### src/rtl/puf_sched_pkg.sv
// puf_sched package: scheduler state encoding and default parameter values
// shared by the interface, the scheduler and its key front end.
package puf_pkg;

   // Scheduler present state, exported on the ps port
   typedef enum logic [2:0] {
      IDLE  = 3'd0,
      ISSUE = 3'd1,
      WAIT  = 3'd2,
      PAUSE = 3'd3,
      HALT  = 3'd4
   } sched_state_t;

   localparam int N_PUF_DEF   = 4;
   localparam int CW_DEF      = 8;
   localparam int TIMEOUT_DEF = 255;

endpackage

### src/rtl/puf_sched_if.sv
// puf_sched_if: challenge/response bus between the scheduler (master) and
// the PUF array (slave). Carries the channel select, one-hot enable,
// challenge strobe/value and the response-valid pulse.
interface puf_sched_if
   import puf_pkg::*;
#(
   parameter int N_PUF = N_PUF_DEF,
   parameter int CW    = CW_DEF
) ();

   localparam int SEL_W = $clog2(N_PUF);

   logic [SEL_W-1:0] sel;
   logic [N_PUF-1:0] puf_en;
   logic             chal_vld;
   logic [CW-1:0]    chal;
   logic             rsp_vld;

   modport master (
      output sel, puf_en, chal_vld, chal,
      input  rsp_vld
   );

   modport slave (
      input  sel, puf_en, chal_vld, chal,
      output rsp_vld
   );

endinterface

### src/rtl/puf_sched_key_edge.sv
// key_edge: two-flop synchroniser for an active-low push button followed by
// a falling-edge detector. A press produces one registered pulse three
// cycles after the key falls; holding the key does not retrigger.
module key_edge (
   input  logic clk,
   input  logic rst,
   input  logic key_n,
   output logic press
);

   // sync_r[0..1] is the synchroniser, sync_r[2] the previous synced level
   logic [2:0] sync_r;

   // Synchronise the key and register a one-cycle pulse on its falling edge
   always_ff @(posedge clk or posedge rst) begin
      if (rst) begin
         sync_r <= 3'b111;
         press  <= 1'b0;
      end else begin
         sync_r <= {sync_r[1:0], key_n};
         press  <= sync_r[2] & ~sync_r[1];
      end
   end

endmodule

### src/rtl/puf_sched.sv
// puf_sched: round-robin challenge scheduler for N_PUF PUF channels.
// Walks every channel through every CW-bit challenge value, one channel at a
// time, with a challenge strobe / response-valid handshake. Start and step
// come from debounced-free DE0_Nano keys (edge detected), or the schedule
// advances by itself in auto mode.
// Optional feature: define PUF_SCHED_TIMEOUT_EN to add a response watchdog
// that flags err_timeout and advances as if a response had arrived.
module puf_sched
   import puf_pkg::*;
#(
   parameter int N_PUF   = N_PUF_DEF,
   parameter int CW      = CW_DEF,
   parameter int TIMEOUT = TIMEOUT_DEF
) (
   input  logic                clk,
   input  logic                fsm_rst,
   input  logic                fsm_restart,
   input  logic [1:0]          KEY,
   input  logic                auto_mode,
   output sched_state_t        ps,
   output logic [N_PUF*CW-1:0] ch_cnt,
   output logic                done,
   output logic                err_timeout,
   puf_sched_if.master         bus
);

   localparam int               SEL_W    = $clog2(N_PUF);
   localparam logic [SEL_W-1:0] SEL_LAST = SEL_W'(N_PUF - 1);
   localparam logic [CW-1:0]    CNT_MAX  = {CW{1'b1}};
   localparam logic [N_PUF-1:0] EN_ONE   = N_PUF'(1);

   sched_state_t     ps_r;
   logic [SEL_W-1:0] sel_r;
   logic [N_PUF-1:0] puf_en_r;
   logic             chal_vld_r;
   logic             done_r;
   logic [CW-1:0]    cnt_r [N_PUF];

   logic             start_p;
   logic             step_p;

   logic [CW-1:0]    cur_cnt_s;
   logic [CW-1:0]    inc_cnt_s;
   logic [SEL_W-1:0] sel_inc_s;
   logic             final_s;
   logic             accept_s;
   logic             timeout_s;

   key_edge u_key_start (
      .clk   (clk),
      .rst   (fsm_rst),
      .key_n (KEY[0]),
      .press (start_p)
   );

   key_edge u_key_step (
      .clk   (clk),
      .rst   (fsm_rst),
      .key_n (KEY[1]),
      .press (step_p)
   );

`ifdef PUF_SCHED_TIMEOUT_EN
   localparam int                WD_W    = $clog2(TIMEOUT + 1);
   localparam logic [WD_W-1:0]   WD_LAST = WD_W'(TIMEOUT - 1);

   logic [WD_W-1:0] wd_r;
   logic            err_r;

   // Watchdog fires in the TIMEOUT-th consecutive WAIT cycle without a response
   always_comb begin
      if ((ps_r == WAIT) && !bus.rsp_vld && (wd_r == WD_LAST)) begin
         timeout_s = 1'b1;
      end else begin
         timeout_s = 1'b0;
      end
   end

   // Count WAIT cycles (zero outside WAIT) and latch the sticky timeout flag
   always_ff @(posedge clk or posedge fsm_rst) begin
      if (fsm_rst) begin
         wd_r  <= '0;
         err_r <= 1'b0;
      end else begin
         if (ps_r != WAIT) begin
            wd_r <= '0;
         end else if (!bus.rsp_vld) begin
            wd_r <= wd_r + WD_W'(1);
         end else begin
            wd_r <= wd_r;
         end
         if (timeout_s) begin
            err_r <= 1'b1;
         end else begin
            err_r <= err_r;
         end
      end
   end

   assign err_timeout = err_r;
`else
   // Without the watchdog a WAIT only ends on a real response
   always_comb begin
      timeout_s = 1'b0;
   end

   assign err_timeout = 1'b0;
`endif

   // Next-counter, next-select and final-response decode for the active channel
   always_comb begin
      cur_cnt_s = cnt_r[sel_r];
      if (cur_cnt_s == CNT_MAX) begin
         inc_cnt_s = CNT_MAX;
      end else begin
         inc_cnt_s = cur_cnt_s + CW'(1);
      end
      if (sel_r == SEL_LAST) begin
         sel_inc_s = '0;
      end else begin
         sel_inc_s = sel_r + SEL_W'(1);
      end
      final_s  = (sel_r == SEL_LAST) && (cur_cnt_s == CNT_MAX);
      accept_s = (ps_r == WAIT) && (bus.rsp_vld || timeout_s);
   end

   // Scheduler FSM: state, select, counters and all registered handshake outputs
   always_ff @(posedge clk or posedge fsm_rst) begin
      if (fsm_rst) begin
         ps_r       <= IDLE;
         sel_r      <= '0;
         puf_en_r   <= '0;
         chal_vld_r <= 1'b0;
         done_r     <= 1'b0;
         for (int k = 0; k < N_PUF; k++) begin
            cnt_r[k] <= '0;
         end
      end else begin
         chal_vld_r <= 1'b0;
         done_r     <= 1'b0;
         case (ps_r)
            IDLE: begin
               if (start_p) begin
                  ps_r       <= ISSUE;
                  chal_vld_r <= 1'b1;
                  puf_en_r   <= EN_ONE << sel_r;
               end
            end
            ISSUE: begin
               ps_r <= WAIT;
            end
            WAIT: begin
               if (accept_s) begin
                  cnt_r[sel_r] <= inc_cnt_s;
                  if (final_s) begin
                     // sel stays on the last channel while halted
                     ps_r     <= HALT;
                     done_r   <= 1'b1;
                     puf_en_r <= '0;
                  end else begin
                     sel_r    <= sel_inc_s;
                     puf_en_r <= EN_ONE << sel_inc_s;
                     if (auto_mode) begin
                        ps_r       <= ISSUE;
                        chal_vld_r <= 1'b1;
                     end else begin
                        ps_r <= PAUSE;
                     end
                  end
               end
            end
            PAUSE: begin
               if (step_p || auto_mode) begin
                  ps_r       <= ISSUE;
                  chal_vld_r <= 1'b1;
               end
            end
            HALT: begin
               if (fsm_restart) begin
                  ps_r  <= IDLE;
                  sel_r <= '0;
                  for (int k = 0; k < N_PUF; k++) begin
                     cnt_r[k] <= '0;
                  end
               end
            end
            default: begin
               ps_r     <= IDLE;
               sel_r    <= '0;
               puf_en_r <= '0;
            end
         endcase
      end
   end

   // Flatten the per-channel counters onto the packed status port
   for (genvar g = 0; g < N_PUF; g++) begin : g_pack
      assign ch_cnt[g*CW +: CW] = cnt_r[g];
   end

   assign ps           = ps_r;
   assign done         = done_r;
   assign bus.sel      = sel_r;
   assign bus.puf_en   = puf_en_r;
   assign bus.chal_vld = chal_vld_r;
   assign bus.chal     = cnt_r[sel_r];

endmodule
### src/flat_wrapper.sv
// flat-port wrapper written by rule: the top's interface ports become plain ports
module puf_sched_flat import puf_pkg::*;
#(
   parameter int N_PUF   = N_PUF_DEF,
   parameter int CW      = CW_DEF,
   parameter int TIMEOUT = TIMEOUT_DEF
)
  (clk, fsm_rst, fsm_restart, KEY, auto_mode, ps, ch_cnt, done, err_timeout, bus_sel, bus_puf_en, bus_chal_vld, bus_chal, bus_rsp_vld);
  puf_sched_if #(.N_PUF(N_PUF), .CW(CW)) bus_i ();
  input  logic clk;
  input  logic fsm_rst;
  input  logic fsm_restart;
  input  logic [1:0] KEY;
  input  logic auto_mode;
  output sched_state_t ps;
  output logic [N_PUF*CW-1:0] ch_cnt;
  output logic done;
  output logic err_timeout;
  output wire logic [$bits(bus_i.sel)-1:0] bus_sel;
  output wire logic [$bits(bus_i.puf_en)-1:0] bus_puf_en;
  output wire logic [$bits(bus_i.chal_vld)-1:0] bus_chal_vld;
  output wire logic [$bits(bus_i.chal)-1:0] bus_chal;
  input wire logic [$bits(bus_i.rsp_vld)-1:0] bus_rsp_vld;
  assign bus_sel = bus_i.sel;
  assign bus_puf_en = bus_i.puf_en;
  assign bus_chal_vld = bus_i.chal_vld;
  assign bus_chal = bus_i.chal;
  assign bus_i.rsp_vld = bus_rsp_vld;
  puf_sched #(.N_PUF(N_PUF), .CW(CW), .TIMEOUT(TIMEOUT)) u_core (.clk(clk), .fsm_rst(fsm_rst), .fsm_restart(fsm_restart), .KEY(KEY), .auto_mode(auto_mode), .ps(ps), .ch_cnt(ch_cnt), .done(done), .err_timeout(err_timeout), .bus(bus_i));
endmodule
### config.mk
export PLATFORM = sky130hd
export DESIGN_NAME = puf_sched_flat
export DESIGN_NICKNAME = d
export VERILOG_FILES = /design/src/rtl/puf_sched_pkg.sv /design/src/rtl/puf_sched_if.sv /design/src/rtl/puf_sched_key_edge.sv /design/src/rtl/puf_sched.sv /design/src/flat_wrapper.sv
export SDC_FILE = /design/constraint.sdc
export NUM_CORES = 1
export LEC_CHECK = 0
export BUFFER_PORTS_ARGS = -buffer_cell sky130_fd_sc_hd__buf_2
export CAP_MARGIN = 20
export CORE_ASPECT_RATIO = 2
export CORE_UTILIZATION = 25
export CTS_BUF_LIST = sky130_fd_sc_hd__clkbuf_4 sky130_fd_sc_hd__clkbuf_8 sky130_fd_sc_hd__clkbuf_16
export DETAILED_ROUTE_END_ITERATION = 7
export PLACE_DENSITY = 0.49
export SKIP_LAST_GASP = 1
export SYNTH_ARGS = -nofsm -noshare
export SYNTH_HDL_FRONTEND = slang
export SYNTH_HIERARCHICAL = 1
export SYNTH_SLANG_ARGS = --single-unit
### constraint.sdc
create_clock -name clk -period 2.8 [get_ports clk]
set_input_delay 0 -clock clk [delete_from_list [all_inputs] [get_ports clk]]
set_output_delay 0 -clock clk [all_outputs]
set_load 0.02 [all_outputs]
==> results of run 1 <==
## cell usage after synthesis, types with 3 or more instances
master	n
inv_1	9
ha_1	9
buf_4	3
a31o_2	6
nand3_1	29
nand2_1	13
dfstp_2	6
buf_2	3
mux4_2	7
o21ai_0	32
nor3_1	4
a31oi_1	4
and3_1	3
a22oi_1	3
dfrtp_1	45
nor2_1	6
clkbuf_1	7
a21oi_1	12
## sequential cells by signal (all words and copies together) (netlist names)
register / count
u_core/bus.chal_vld: 1
u_core/bus.puf_en: 4
u_core/bus.sel: 2
u_core/ch_cnt: 32
u_core/done: 1
u_core/ps: 3
u_core/u_key_start/press: 1
u_core/u_key_start/sync_r: 3
u_core/u_key_step/press: 1
u_core/u_key_step/sync_r: 3
## cell type report
cell class	count	area, µm²
Tap cell	132	165
Sequential cell	51	1280
Fill cell	1050	6620
Inverter	9	33.8
Clock buffer	7	153
Clock inverter	1	7.51
Multi-Input combinational cell	160	1160
Timing Repair Buffer	68	400
## cell families after synthesis
family | count (synthesis)
mux | 10
flops | 51
fa+ha+maj | 9
xor+xnor | 2
other cells | 1
buf+inv | 23
simple gates | 71
compound gates | 67
## final timing paths
path,startpoint,endpoint,slack [ns],cells after the start
setup / recovery,u_core/bus.sel[0],u_core/ch_cnt[30],0.46,6
hold / removal,fsm_rst,u_core/u_key_start/press,0.14,3
setup reg to reg,u_core/bus.sel[0],u_core/ch_cnt[30],0.46,6
hold reg to reg,u_core/u_key_step/sync_r[0],u_core/u_key_step/sync_r[1],0.36,0
max in group asynchronous,fsm_rst,u_core/ch_cnt[25],1.87,5
min in group clk,bus_rsp_vld,u_core/ps[0],0.18,3
## tightest hold or removal path, stage by stage
cell	delay, ns
dlygate4sd3_1	0.53
buf_2	0.13
inv_1	0.12
## routing by layer
layer,GRT usage,vias to the layer above,part of all wire
met1,0.161,1024,0.38
li1,-,975,-
met5,0,-,0
met4,0.0729,0,0.030
met2,0.273,56,0.56
met3,0.0263,13,0.034
## repair_timing
| item | 4_1_cts | 5_1_grt |
|---|---|---|
| hold buffers | 5 | 0 |
| hold endpoints to repair | 12 | 0 |
| gates resized for setup | 0 | 0 |
| endpoints found under the setup margin | 0 | 0 |
## metrics by stage
stage	setup slack [ns]	hold slack (ns)
6_report	0.459	0.144
5_1_grt	0.324	0.170
4_1_cts	0.425	0.145
3_5_place_dp	0.438	-0.0915
3_3_place_gp	0.479	-0.0962
2_1_floorplan	0.414	-0.236
## power breakdown
group	switching, W	internal, W	total (W)
Sequential	0.000196	0.000875	0.00107
Combinational	0.000696	0.000443	0.00114
Clock	0.000275	0.000381	0.000655
==> impl_results.md, run 1 <==
- Status: finished clean
- CTS buffer count: 5
- Commonest non-fill, non-tap cell in the layout: buf_2
- Max Slew Vio Count: 0
- Post-synth top flop: dfrtp_1
- Post-Syn Nets: 250
- ANT nets after route: 0
- Clk buf depth: 2
- Sink Count: 51
- H-tree Lvls: 2
- Worst slew margin: 0.516
- Placed Instance Area: 2970 µm²
- Area delta synth->final: 25.5%
- Largest net degree at the start of global routing: 33
- HP Class: primary input to asynchronous set/reset pin
- Setup TNS: 0 ns
- Gpl congestion: 0.773
- Max-cap violations: 0
- Routed WL per cell: 17.3 µm
- Post-synthesis adder-cell area fraction: 0.0441
- CP peak stage delay: roughly 0.59 ns
- Post-Synth XOR/XNOR Area: 0.00686
- CP Max Fanout: 10
- Fin util: 0.326
- Die width: 73.5 µm
- Sequential-to-total area share from yosys stat: 0.503
- Initial Util: 0.260
- WP data arrival: 2.49 ns
- Flops & latches, synth: 51
- Io pins: 59
- Clock root cell: clkbuf_16
- EDFF count, synth: 0
- Final setup viols: 0
- Power density over the cells: slightly below 900 nW/µm²
- GRT overflow: 0
- Top cells by area, synth: dfrtp_1 44%, o21ai_0 6.3%, dfstp_2 6.2%
- Worst path required time: 2.95 ns
- Ys async rst share: 1.00
- Post-CTS setup buffer count: 0
- Setup crit start kind: flip-flop
- First-pass GRT wire length: around 12000 µm
- Dpl hpwl: 5570 µm
- Worst-skew pair later-pin latency: 0.29 ns
- FMAX: 0.427 GHz
- Final wirelength: 7410 µm
- CORE AREA: 9830 µm²
- Setup Skew: 0.00694 ns
- Synth Area in Compound Gates: 0.161
- Yosys top cell area share: 0.441
- Worst path cell trace: buf_4 -> mux4_2 -> and4_4 -> nand2_2 -> mux2i_1 -> o21ai_0
- # diodes: 0
- Final std cell area, no fill: 3200 µm²
- Mapped Cells: 234
- Final hold violation count: 0
- Area of the mapped netlist: roughly 2600 µm²
- Slowest CP cell: dfrtp_1
- Tcrit/Tclk final: 0.836
- FP Rows: 51
- Vias per std cell: approximately 4.8
- Minimum clock period: between 2 and 2.5 ns
- Critical path class: flip-flop to flip-flop
- Top Family by Delay on Critical Path: multiplexers
- Die Span Y: 145 µm
- Number of unique standard cell types used by synthesis: 42
- Iteration-0 DRC Markers: roughly 110
- Least-Margin Pin Slew: 0.726 ns
- Full die area: 10600 µm²
- Post-Synth Simple-Gate Area: 0.161
- Placed Cells: approximately 410
- Routed vias: 2068
- Port Buf Inserts: 57
- Final Instance Count excl. Fillers: 428
- Worst VDD drop: around 440 µV
- Combinational family with the most area after synthesis: compound AO/OA/AOI/OAI gates
- Lkg Pwr: 1.50 nW
- GR Util All Layers: 0.150
- Nets: 311
- Initial antenna violation count: 0
- CTS tree: built
- Buf/Inv on CP: 1
- DRC: 0
- Ys Warns: 6
- Syn_area_per_cell: 10.9 µm²
- Total Power: 0.00286 W
- Synth area leader: dfrtp_1
- Commonest non-fill, non-tap cells in the layout: 57 x buf_2, 45 x dfrtp_1, 32 x o21ai_0
- Vias in the first global route: between 2000 and 2500
- Unrepaired setup endpoints after global routing: false
- Worst-path clk slew: 0.07 ns
- TritonRoute pass-1 iters: 4
- Crit end category: flip-flop
- Multiplexer share of the synthesized area: 0.0799
- Share of cells above drive strength 1: 0.348
No activity file was read; power rests on OpenSTA's default activity.
==> run 2: changes to the inputs <==
--- a/config.mk
+++ b/config.mk
@@ -5,6 +5,7 @@
 export SDC_FILE = /design/constraint.sdc
 export NUM_CORES = 1
 export LEC_CHECK = 0
+export ABC_AREA = 1
 export BUFFER_PORTS_ARGS = -buffer_cell sky130_fd_sc_hd__buf_2
 export CAP_MARGIN = 20
 export CORE_ASPECT_RATIO = 2
==> constraint.sdc (replaced) <==
create_clock -name clk -period 2.35 [get_ports clk]
set_input_delay 0 -clock clk [delete_from_list [all_inputs] [get_ports clk]]
set_output_delay 0 -clock clk [all_outputs]
set_load 0.02 [all_outputs]
==> impl_results.md, run 2 <==
- Status: finished clean
- Max reg flops: 32
- Critical path class: flip-flop to flip-flop
- TritonRoute pass-1 iters: 4
- Vias in the first global route: 2619
- Mapped Cells: 358
- CORE AREA: 10900 µm²
- Worst-skew pair later-pin latency: 0.30 ns
- Commonest non-fill, non-tap cell in the layout: nand2_1
- Dpl hpwl: 6850 µm
- Area of the mapped netlist: 2790 µm²
- Share of cells above drive strength 1: 0.268
- CP Max Fanout: 20
- Lkg Pwr: 1.94 nW
- Sink Count: 51
- Post-Syn Nets: 374
- Vias per std cell: 4.52
- GR Util All Layers: 0.162
- Worst slew margin: 0.422
- Synth area leader: dfrtp_1
- Worst-path clk slew: approximately 0.07 ns
- Max-cap violations: 0
- Routed vias: around 2600
- Setup TNS: 0 ns
- Sequential Area: 1280 µm²
- Sequential fraction of design power: 0.340
- Iteration-0 DRC Markers: 115
- Post-synth top cells: 150 x nand2_1, 45 x dfrtp_1, 29 x inv_1, 22 x nand3_1, 17 x nor2_1
- Nets: 444
- Commonest non-fill, non-tap cells in the layout: 150 x nand2_1, 57 x buf_2, 45 x dfrtp_1
- Io pins: 59
- GRT overflow: 0
- Filler cells: roughly 1200
- Total Power: 0.00338 W
- WP data arrival: 2.24 ns
- EDFF count, synth: 0
- Setup crit start kind: flip-flop
- Crit end category: flip-flop
- Die width: 76.7 µm
- Port Buf Inserts: 57
- Post-CTS sizing: 0
- Worst path required time: 2.52 ns
- Post-synth top flop: dfrtp_1
- Sequential-to-total area share from yosys stat: 0.461
- Largest net degree at the start of global routing: 24
- DRC: 0
- Final wirelength: between 8000 and 9000 µm
- Sw frac: 0.431
- Least-Margin Pin Slew: between 0.8 and 0.9 ns
- Clk buf depth: 2
- FMAX: approximately 0.48 GHz
- CTS Hold Buffers Added: 4
- FP Rows: 54
- Initial antenna violation count: 0
- Clock root cell: clkbuf_16
- Final hold violation count: 0
- First-pass GRT wire length: 13900 µm
- Clk pwr share: 0.235
- Pint: 0.00192 W
- Sw Pwr: ~0.0015 W
- Ys async rst share: 1.00
- Unrepaired setup endpoints after global routing: false
- Area delta synth->final: 23.6%
- Final setup viols: 0
- Combinational power share: 0.425
- Most common cell in the netlist: nand2_1
- Tcrit/Tclk final: 0.881
- Syn_area_per_cell: 7.79 µm²
- Max Slew Vio Count: 0
- HP Class: primary input to flip-flop
- Setup Skew: 0.00622 ns
- Ys Warns: 6
- Die Span Y: 151 µm
- Top cells by area, synth: dfrtp_1 40%, nand2_1 20%, dfstp_2 5.7%
- H-tree Lvls: 2
- # diodes: 0
- Initial Util: 0.256
- CTS buffer count: 5
- Power density over the cells: just under 1000 nW/µm²
- Multi-input gate area: 1290 µm²
- Gpl congestion: between 0.9 and 1
- Number of unique standard cell types used by synthesis: 31
- Minimum clock period: 2.07 ns
- Worst VDD drop: 340 µV
- Yosys top cell area share: 0.404
- CTS tree: built
- Routed WL per cell: 15.5 µm
- ANT nets after route: 0
- Post-CTS setup buffer count: 0
- Flops & latches, synth: approximately 50
- Full die area: 11600 µm²
-- run 2: cell count changes in the layout (fill, tap and decap cells not counted), sizes merged, moves of 6 or more --
cell and change:
inv +29, o21ai -9, a21oi -11, mux4 -8, a31o -6, nor2 +20, nand2 +142
-- run 2: worst max-delay path: stages (launching register included) --
cell      delay [ns]
dfrtp_1         0.56
inv_8           0.12
o211ai_1        0.19
nand2_1         0.14
ha_1            0.25
nand3_2         0.11
nor2_4          0.06
or2_1           0.21
a21oi_2         0.19
o21ai_0         0.10
-- run 2: metal layers --
metal | GRT usage | vias up | share of wire
met3 | 0.0265 | 20 | 0.031
met1 | 0.159 | 1226 | 0.37
met2 | 0.301 | 65 | 0.55
li1 | - | 1263 | -
met5 | 0 | - | 0
met4 | 0.119 | 0 | 0.050
-- run 2: final cells by class --
| cell class | instances | area share |
|---|---|---|
| Multi-Input combinational cell | 262 | 0.374 |
| Sequential cell | 51 | 0.373 |
| Timing Repair Buffer | 69 | 0.112 |
| Tap cell | 140 | 0.0508 |
| Inverter | 39 | 0.0461 |
| Clock buffer | 7 | 0.0425 |
| Clock inverter | 1 | 0.00254 |
-- run 2: power groups by stage --
stage | clock network (W) | registers, W | logic (W)
finish | 0.000793 | 0.00115 | 0.00143
global route | 0.000850 | 0.00117 | 0.00157
CTS | 0.000813 | 0.00115 | 0.00145
detailed placement | 0 | 0.00117 | 0.00144
global placement | 0 | 0.00117 | 0.00144
floorplan | 0 | 0.00130 | 0.000846
-- run 2: through the flow --
stage,cells,utilization,hold slack (ns),setup slack (ns),area (µm²)
floorplan,358,-,-0.236,0.00936,2790
CTS,569,0.317,0.0383,0.267,3450
global placement,557,0.299,-0.0968,0.321,3250
detailed placement,557,0.299,-0.0890,0.292,3250
finish,569,0.317,0.0460,0.278,3450
global route,569,0.317,0.0916,0.0947,3450
-- run 2: worst paths after layout --
| path | startpoint | endpoint | slack [ns] | depth (start not counted) |
|---|---|---|---|---|
| max in group asynchronous | fsm_rst | u_core/ch_cnt[7] | 1.26 | 4 |
| setup / recovery | u_core/bus.sel[0] | u_core/ch_cnt[20] | 0.28 | 9 |
| hold / removal | fsm_restart | u_core/ps[2] | 0.05 | 3 |
| hold reg to reg | u_core/u_key_step/sync_r[0] | u_core/u_key_step/sync_r[1] | 0.36 | 0 |
| min in group asynchronous | fsm_rst | u_core/u_key_step/press | 0.15 | 3 |
| setup reg to reg | u_core/bus.sel[0] | u_core/ch_cnt[20] | 0.28 | 9 |
-- run 2: logic make-up (layout without fill, tap and decap cells) --
logic type               Yosys count  count (layout)  synth area share
AND/OR/NAND/NOR                  220             220             0.355
adder cells (fa/ha/maj)            9               9            0.0404
other                              1               1           0.00135
buffers and inverters             45             116            0.0776
flip-flops                        51              51             0.461
AO/OA/AOI/OAI                     32              32            0.0651
==> run 3: changes to the inputs <==
--- a/config.mk
+++ b/config.mk
@@ -13,6 +13,7 @@
 export CTS_BUF_LIST = sky130_fd_sc_hd__clkbuf_4 sky130_fd_sc_hd__clkbuf_8 sky130_fd_sc_hd__clkbuf_16
 export DETAILED_ROUTE_END_ITERATION = 7
 export PLACE_DENSITY = 0.49
+export RECOVER_POWER = 25
 export SKIP_LAST_GASP = 1
 export SYNTH_ARGS = -nofsm -noshare
 export SYNTH_HDL_FRONTEND = slang
==> impl_results.md, run 3 (same netlist as run 2, synthesis figures left out) <==
- Filler cells: around 1200
- Setup TNS: 0 ns
- HP Class: primary input to flip-flop
- WP data arrival: 2.24 ns
- CTS tree: built
- Least-Margin Pin Slew: 0.859 ns
- Sequential Area: 1280 µm²
- Clock root cell: clkbuf_16
- Worst slew margin: 0.423
- Nets: 444
- Routed vias: 2581
- Multi-input gate area: 1290 µm²
- DRC: 0
- CORE AREA: 10900 µm²
- Io pins: 59
- Total Power: 0.00336 W
- Commonest non-fill, non-tap cells in the layout: 150 x nand2_1, 45 x dfrtp_1, 38 x buf_2
- Iteration-0 DRC Markers: roughly 120
- Power density over the cells: roughly 980 nW/µm²
- Setup crit start kind: flip-flop
- Port Buf Inserts: 57
- Largest net degree at the start of global routing: 24
- Status: finished clean
- FP Rows: 54
- Dpl hpwl: 6850 µm
- Initial antenna violation count: 0
- Clk buf depth: 2
- Final wirelength: 8820 µm
- Crit end category: flip-flop
- Final setup viols: 0
- Area delta synth->final: 22.8%
- Tcrit/Tclk final: 0.883
- Routed WL per cell: ~16 µm
- GR Util All Layers: 0.162
- CTS buffer count: 5
- # diodes: 0
- Share of cells above drive strength 1: 0.219
- Unrepaired setup endpoints after global routing: false
- Worst VDD drop: about 340 µV
- TritonRoute pass-1 iters: 4
- ANT nets after route: 0
- Vias in the first global route: 2619
- Final WS setup: around 0.27 ns
- Worst-skew pair later-pin latency: around 0.30 ns
- Setup Skew: 0.00651 ns
- Post-CTS setup buffer count: 0
- Worst path required time: 2.52 ns
- Vias per std cell: 4.54
- Die Span Y: 151 µm
- Sink Count: 51
- Die width: 76.7 µm
- Initial Util: 0.256
- Max reg flops: 32
- Gpl congestion: 0.911
- Max-cap violations: 0
- Minimum clock period: 2.08 ns
- Critical path class: flip-flop to flip-flop
- Place WS: 0.292 ns
- Final hold violation count: 0
- Max Slew Vio Count: 0
- Commonest non-fill, non-tap cell in the layout: nand2_1
- GRT overflow: 0
- Worst-path clk slew: about 0.070 ns
- FMAX: 0.482 GHz
- First-pass GRT wire length: 13900 µm
- CP Max Fanout: 20
- Lkg Pwr: 1.86 nW
- Full die area: 11600 µm²
- H-tree Lvls: 2
run 3: timing repair:
| item | in CTS | in global routing |
|---|---|---|
| hold buffers | 4 | 0 |
| endpoints found under the setup margin | 0 | 0 |
| hold endpoints to repair | 33 | 0 |
| gates resized for setup | 0 | 0 |
run 3: where the power goes:
| group | total [W] | switching [W] | internal [W] |
|---|---|---|---|
| Sequential | 0.00115 | 0.000126 | 0.00102 |
| Combinational | 0.00142 | 0.000982 | 0.000438 |
| Clock | 0.000790 | 0.000349 | 0.000441 |
run 3: final timing paths:
| path | from | to | slack (ns) | depth (start not counted) |
|---|---|---|---|---|
| min reg2reg | u_core/u_key_step/sync_r[0] | u_core/u_key_step/sync_r[1] | 0.37 | 0 |
| max in group asynchronous | fsm_rst | u_core/ch_cnt[7] | 1.26 | 4 |
| max | u_core/bus.sel[0] | u_core/ch_cnt[20] | 0.27 | 9 |
| min in group asynchronous | fsm_rst | u_core/u_key_step/press | 0.15 | 3 |
| min | fsm_restart | u_core/ps[2] | 0.05 | 3 |
| max reg2reg | u_core/bus.sel[0] | u_core/ch_cnt[20] | 0.27 | 9 |
run 3: worst max-delay path, cell delays in order, from the launching register on:
cell	delay (ns)
dfrtp_1	0.56
inv_8	0.12
o211ai_1	0.20
nand2_1	0.14
ha_1	0.25
nand3_2	0.11
nor2_4	0.06
or2_1	0.21
a21oi_2	0.19
o21ai_0	0.10
run 3: final cells by class:
| type | count | share of cell area |
|---|---|---|
| clock buffer | 7 | 0.0428 |
| clock inverter | 1 | 0.00256 |
| inverter | 39 | 0.0464 |
| multi-input combinational | 262 | 0.376 |
| sequential | 51 | 0.375 |
| tap | 140 | 0.0512 |
| timing repair buffer | 69 | 0.106 |
run 3: through the flow:
stage                      util  hold slack, ns  std cells  instance area, µm²
after floorplan               -          -0.236        358                2790
after global placement    0.299         -0.0968        557                3250
after detailed placement  0.299         -0.0890        557                3250
after CTS                 0.317          0.0383        569                3450
after global routing      0.315          0.0917        569                3420
final                     0.315          0.0496        569                3420
run 3: metal layers:
layer,up-vias,GRT usage,share of wire
met4,0,0.119,0.055
li1,1264,-,-
met3,23,0.0265,0.036
met2,77,0.301,0.55
met5,-,0,0
met1,1217,0.159,0.36
